**config.mk**
```make
export PLATFORM = sky130hd
export DESIGN_NAME = timer
export DESIGN_NICKNAME = d
export VERILOG_FILES = /design/src/rtl/timer_pkg.sv /design/src/rtl/timer_down_counter.sv /design/src/rtl/timer.sv
export SDC_FILE = /design/constraint.sdc
export NUM_CORES = 1
export LEC_CHECK = 0
export CAP_MARGIN = 40
export CORE_MARGIN = 5
export CORE_UTILIZATION = 40
export DETAILED_ROUTE_END_ITERATION = 8
export GPL_ROUTABILITY_DRIVEN = 0
export PLACE_DENSITY = 0.66
export REMOVE_ABC_BUFFERS = 1
export SLEW_MARGIN = 15
export SYNTH_ARGS = -nofsm -noshare
export SYNTH_HDL_FRONTEND = slang
export SYNTH_HIERARCHICAL = 1
export SYNTH_SLANG_ARGS = --single-unit
export TNS_END_PERCENT = 1
```
**constraint.sdc**
```tcl
create_clock -name clock -period 3.14 [get_ports clock]
set_input_delay 0.942 -clock clock [delete_from_list [all_inputs] [get_ports clock]]
set_output_delay 0.942 -clock clock [all_outputs]
set_load 0.01 [all_outputs]
```
**src/rtl/timer_pkg.sv**
```systemverilog
// Shared constants and state encoding for the timer.
package timer_pkg;

    localparam int TIMER_WIDTH = 9;

    typedef enum logic [1:0] {
        IDLE = 2'd0,
        RUN  = 2'd1,
        DONE = 2'd2
    } state_t;

endpackage

```
**src/rtl/timer_down_counter.sv**
```systemverilog
// Loadable down counter that saturates at zero and reports a zero flag.
module timer_down_counter
    import timer_pkg::*;
#(
    parameter int WIDTH = TIMER_WIDTH
) (
    input  logic             clock,
    input  logic             reset,
    input  logic             load,
    input  logic             dec,
    input  logic [WIDTH-1:0] load_val,
    output logic [WIDTH-1:0] cnt,
    output logic             zero
);

    logic [WIDTH-1:0] cnt_d;
    logic [WIDTH-1:0] cnt_q;

    // Load wins over decrement; decrement never wraps below zero.
    always_comb begin
        cnt_d = cnt_q;
        if (load) begin
            cnt_d = load_val;
        end else if (dec && (cnt_q != '0)) begin
            cnt_d = cnt_q - WIDTH'(1);
        end
    end

    always_ff @(posedge clock or posedge reset) begin
        if (reset) begin
            cnt_q <= '0;
        end else begin
            cnt_q <= cnt_d;
        end
    end

    assign cnt  = cnt_q;
    assign zero = (cnt_q == '0);

endmodule

```
**src/rtl/timer.sv**
```systemverilog
// Period timer with a single-cycle registered tick on expiry.
// Define TIMER_AUTORELOAD_EN for periodic operation; otherwise it is one-shot.
module timer
    import timer_pkg::*;
#(
    parameter int WIDTH = TIMER_WIDTH
) (
    input  logic             count_en,
    input  logic [WIDTH-1:0] load_value,
    input  logic             clock,
    input  logic             reset,
    output logic             out
);

    state_t           state_d;
    state_t           state_q;
    logic             out_d;
    logic             out_q;
    logic             cnt_load;
    logic             cnt_dec;
    logic [WIDTH-1:0] cnt_load_val;
    logic [WIDTH-1:0] reload_val;
    logic [WIDTH-1:0] cnt;
    logic             cnt_zero;

    // A load of N counts N-1..0, so the tick lands N enabled cycles later.
    assign reload_val = (load_value == '0) ? '0 : (load_value - WIDTH'(1));

    always_comb begin
        state_d      = state_q;
        out_d        = 1'b0;
        cnt_load     = 1'b0;
        cnt_dec      = 1'b0;
        cnt_load_val = reload_val;
        case (state_q)
            IDLE: begin
                if (count_en) begin
                    state_d  = RUN;
                    cnt_load = 1'b1;
                end
            end
            RUN: begin
                if (count_en) begin
                    if (cnt_zero) begin
                        out_d    = 1'b1;
                        cnt_load = 1'b1;
`ifndef TIMER_AUTORELOAD_EN
                        state_d      = DONE;
                        cnt_load_val = '0;
`endif
                    end else begin
                        cnt_dec = 1'b1;
                    end
                end
            end
            DONE: begin
                if (!count_en) begin
                    state_d = IDLE;
                end
            end
            default: begin
                state_d = IDLE;
            end
        endcase
    end

    always_ff @(posedge clock or posedge reset) begin
        if (reset) begin
            state_q <= IDLE;
            out_q   <= 1'b0;
        end else begin
            state_q <= state_d;
            out_q   <= out_d;
        end
    end

    timer_down_counter #(
        .WIDTH(WIDTH)
    ) u_down_counter (
        .clock   (clock),
        .reset   (reset),
        .load    (cnt_load),
        .dec     (cnt_dec),
        .load_val(cnt_load_val),
        .cnt     (cnt),
        .zero    (cnt_zero)
    );

    assign out = out_q;

endmodule

```
Word-level counts from Yosys, hierarchy flattened
Cells that the tools add are included.
Storage, ports and cells
  register bits after elaboration: 12
  bits of input ports: 12
  output and inout bits: 1
  logic and storage cells: 37
Operators by class
  add/sub/neg operators: 2
  equality and inequality tests: 6
  mux-type cells: 19
  reduce and logical (&&, ||, !) cells: 7
Operators with widths (number)
  2-to-1 mux 9 bit: 6
  zero test 9 bit: 2
  subtractor 9 x 1 -> 9 bit (second input constant): 2
  nonzero test 9 bit: 1
  2-to-1 mux 2 bit: 4
  inequality test 2 bit (second input constant): 4
  2-to-1 mux 1 bit: 7
  one-hot mux 2 bit (3 select lines): 1
  AND reduction 4 bit: 1
  equality test 2 x 1 -> 1 bit (second input constant): 1
  equality test 2 bit (second input constant): 1
  zero test 2 bit: 1
  one-hot mux 1 bit (2 select lines): 1
  nonzero test 2 bit: 1
  logical AND 1 bit: 1

Logic depth before layout (Yosys ltp)
  depth in word-level cells: 7
  mapped depth: 12
  depth with buffers taken out: 9

Modules after synthesis
The synthesis kept the hierarchy.
By module, submodules not included
  timer_down_counter: instances 1, cells an instance 69, area an instance 596.8 µm², seq. area each 225.2 µm²
  timer: instances 1, cells an instance 46, area an instance 350.3 µm², seq. area each 75.1 µm²

Worst setup path before layout
No wires, ideal clock.
  path kind: register to register
  from: reg u_down_counter.cnt_q[0] (netlist: u_down_counter/cnt[0])
  to: reg u_down_counter.cnt_q[7] (netlist: u_down_counter/cnt[7])
  library setup time: 82 ps
  arrival: 2712 ps
  data required time: 3058 ps
  path slack: 346 ps
  stages on the path, launching flop included: 10
  buffers on the path: 1
  period minus slack after synthesis: 2794 ps
  cell sequence: dfrtp_1 -> inv_1 -> ha_1 -> or4b_1 -> clkbuf_1 -> nor2_1 -> nor3b_1 -> or4b_4 -> or4_1 -> a31oi_1
Between the ends
  cells in the longest elaborated chain, start to end: 6
  elaborated cells on any way between the ends: 16
  classes of those cells: add/sub (1); mux (11); reduce/logical (4)
Ends and longest elaborated chain
  start: declaration: line timer_down_counter.sv:17  | logic [WIDTH-1:0] cnt_q;
  start signal: assignment: line timer_down_counter.sv:33  | cnt_q <= cnt_d;
  zero test 9 bit: line timer_down_counter.sv:38  | assign zero = (cnt_q == '0);
  via cnt_zero: line timer.sv:24  | logic cnt_zero;
  2-to-1 mux 1 bit: line timer.sv:44  | if (cnt_zero) begin
  2-to-1 mux 1 bit: line timer.sv:43  | if (count_en) begin
  2-to-1 mux 1 bit: line timer.sv:35  | case (state_q)
  via cnt_dec: line timer.sv:20  | logic cnt_dec;
  logical AND 1 bit: line timer_down_counter.sv:24  | end else if (dec && (cnt_q != '0)) begin
  nonzero test 2 bit (no source line)
The timed path passes the listed nets, and every way through them passes these cells. The select of a mux whose other input is x is not followed.
A chain may end at the register's enable or synchronous reset.

Final worst setup path
  from: in count_en
  to: reg u_down_counter.cnt_q[7] (netlist: u_down_counter/cnt[7])
Between the ends
  cells in the longest elaborated chain, start to end: 4
  elaborated cells on any way between the ends: 10
  classes of those cells: mux (8); reduce/logical (2)
Ends and longest elaborated chain
  start: declaration: line timer.sv:8  | input logic count_en,
  2-to-1 mux 1 bit: line timer.sv:43
  2-to-1 mux 1 bit: line timer.sv:35
  via cnt_dec: line timer.sv:20
  logical AND 1 bit: line timer_down_counter.sv:24
  nonzero test 2 bit (no source line)
The timed path passes the listed nets, and every way through them passes these cells.

==> metrics.txt <==
status=finished clean; setup ws final=0.274 ns; CTS Buffer Depth=2; worst-margin pin slew=0.376 ns; Synth Area in XOR/XNOR=0.925%; RSZ-0062 raised after global routing=false; r2r setup slk=0.28 ns; fin crit period=2.87 ns; max incr delay on CP=0.55 ns; Critical Path, Cell by Cell=clkdlybuf4s50_1, nand2b_1, nor3b_1, or4b_4, or4_1, a31oi_1; syn avg cell area=8.24 µm²; initial drt markers=47; Inst Count DP=158; synthesized area=947 µm²; simple logic cell fraction of the synthesized area=31.4%; fraction of registers with async set/reset=100%; CTS Root Cell=clkbuf_4; CP startpoint=count_en; required time worst endpoint=3.33 ns; critical path endpoint category=flop; reg2reg start=u_down_counter/cnt[0]; reg2reg end=u_down_counter/cnt[7]; Fmax=349 MHz; CP Max Fanout=6; setup TNS=0 ns; row count=17; Max VDD drop=0.368 mV; Slowest-stage cell, CP=or4b_4; Area Overhead vs Synth=24.0%; register area=300 µm²; Synth Area in Compound Gates=25.8%; share of cells above drive strength 1=14.2%; Seq cells post-synth=12; Critical Path AT=3.06 ns; number of global-route vias before repair=943; Final Power=0.642 mW; cell count after synthesis=115; Ports=13; footprint of the multi-input gates=586 µm²; clock sink total=12; dpl hpwl=1860 µm; Final Setup Violations=0; synth warn=6; Initial Utilization=42.4%; Slew Limit Fails=0; Core Footprint=2230 µm²; setup slack at placement=0.00716 ns; CP endpoint=u_down_counter/cnt[7]; die area=3440 µm²; CTS tree=yes; Total GRT Usage=15.5%; Max Clock Skew=0.00686 ns; FILL cells=230; CTS buffer count=3; Final Net Count=149; first-pass GRT wire length=4170 µm; combinational family with the most area after synthesis=simple AND/OR/NAND/NOR gates; Setup CP Type=in2reg; CP Launch Type=input port; GR Overflow Total=0; Synth cell types=41; post-CTS sizing=0; placed cell areas=1140 µm²; Routed Antenna Nets=0; Routed WL per cell=15.2 µm; initial antenna violation count=0; Rel. slew slack=74.9%; P_leak=0.472 nW; Worst Hold Class=reg2reg; Final Util=52.6%; Max Cap Violations=0; Post-CTS Setup Inserts=0; post-layout instance count excluding filler cells=162; Die Ht=58.7 µm; Die X-Extent=58.7 µm; number of synthesized flops with an enable pin=0; clock-pin slew on the worst setup and hold paths=0.09 ns; final hold vios=0; Total Wirelength=2460 µm; first drt pass iteration count=4; clk_lat worst skew=0.28 ns; PwrDens=547 nW/µm²; Vias/cell=6.12; Vias=991; worst reg2reg path depth=8; DRC Markers=0; input/output buffers=12; largest net degree at the start of global routing=21; Finished Cell Area=1170 µm²; CTS H-tree depth=1; WHS=0.524 ns; # hold bufs at CTS=0; sequential share of the synthesized area=31.7%; # diodes=0; multiplexer area fraction after synthesis=1.06%; Synth Area in Adders=2.64%; Most used DFF post-synth=dfrtp_1; period utilisation layout=91.3%
-- Yosys cell counts, drive strengths merged (2+ instances only) --
cell | number | area share, %
nor3b | 4 | 3.2
o2111ai | 2 | 1.8
or3 | 4 | 2.9
a21oi | 9 | 4.8
o211ai | 2 | 1.6
inv | 12 | 4.8
ha | 2 | 2.6
nand2 | 5 | 2.0
clkbuf | 2 | 0.79
o31ai | 4 | 3.7
a31oi | 2 | 1.3
or4 | 8 | 6.7
nand3 | 4 | 2.1
nor2 | 9 | 3.6
nor4b | 2 | 1.8
nor2b | 2 | 1.3
dfrtp | 12 | 32
o21ai | 8 | 4.2
nor3 | 2 | 1.1
or4b | 2 | 2.5
a22oi | 2 | 1.6
buf | 2 | 0.92
-- cell families (layout without fill, tap and decap cells) --
family / after synthesis / count (layout)
DFF: 12 / 12
AOI/OAI and AO/OA: 36 / 36
muxes: 1 / 1
buffers and inverters: 16 / 35
and+or+nand+nor: 47 / 47
adders and majority gates: 2 / 2
xor gates and xnor gates: 1 / 1
-- power breakdown --
part / switching (mW) / internal (mW)
Clock: 0.0588 / 0.0704
Combinational: 0.125 / 0.115
Sequential: 0.0644 / 0.209
Total: 0.248 / 0.394
-- metal layers --
layer / track usage, % / routed length, µm / vias to the layer above
li1: - / - / 477
met1: 19.5 / 1010 / 470
met2: 25.8 / 1240 / 40
met3: 2.85 / 169 / 4
met4: 6.47 / 42 / 0
met5: 0 / 0 / -
-- worst min-delay path by stage --
stage / to / from / depth (start not counted)
final: state_q[0] / state_q[1] / 1
after global routing: state_q[0] / state_q[1] / 1
after CTS: state_q[0] / state_q[1] / 1
after detailed placement: state_q[0] / state_q[1] / 1
after global placement: state_q[0] / state_q[1] / 1
after floorplan: state_q[0] / state_q[1] / 1
-- critical path: cells and delay by family --
family / cells / cell delay [ns]
AND/OR/NAND/NOR: 4 / 1.45
buffers and inverters: 1 / 0.48
AO/OA/AOI/OAI: 1 / 0.19
-- state kept, by name (all words and copies together), names as in the netlist --
register,cells
out,1
state_q,2
u_down_counter/cnt,9
-- cell type report --
cell class	instances	area share [%]
multi-input combinational	87	49.8
inverter	12	3.83
timing repair buffer	19	14.7
sequential	12	25.6
tap	28	2.98
clock buffer	4	3.09
-- cells in the final DEF (no fill, tap or decap), drive strengths merged, types with 4 or more instances in the layout --
cell,instances
a21oi,9
buf,7
clkbuf,4
clkdlybuf4s50,12
dfrtp,12
inv,12
nand2,5
nand3,4
nor2,9
nor3b,4
o21ai,8
o31ai,4
or3,4
or4,8
(Power assumes the default switching activity.)
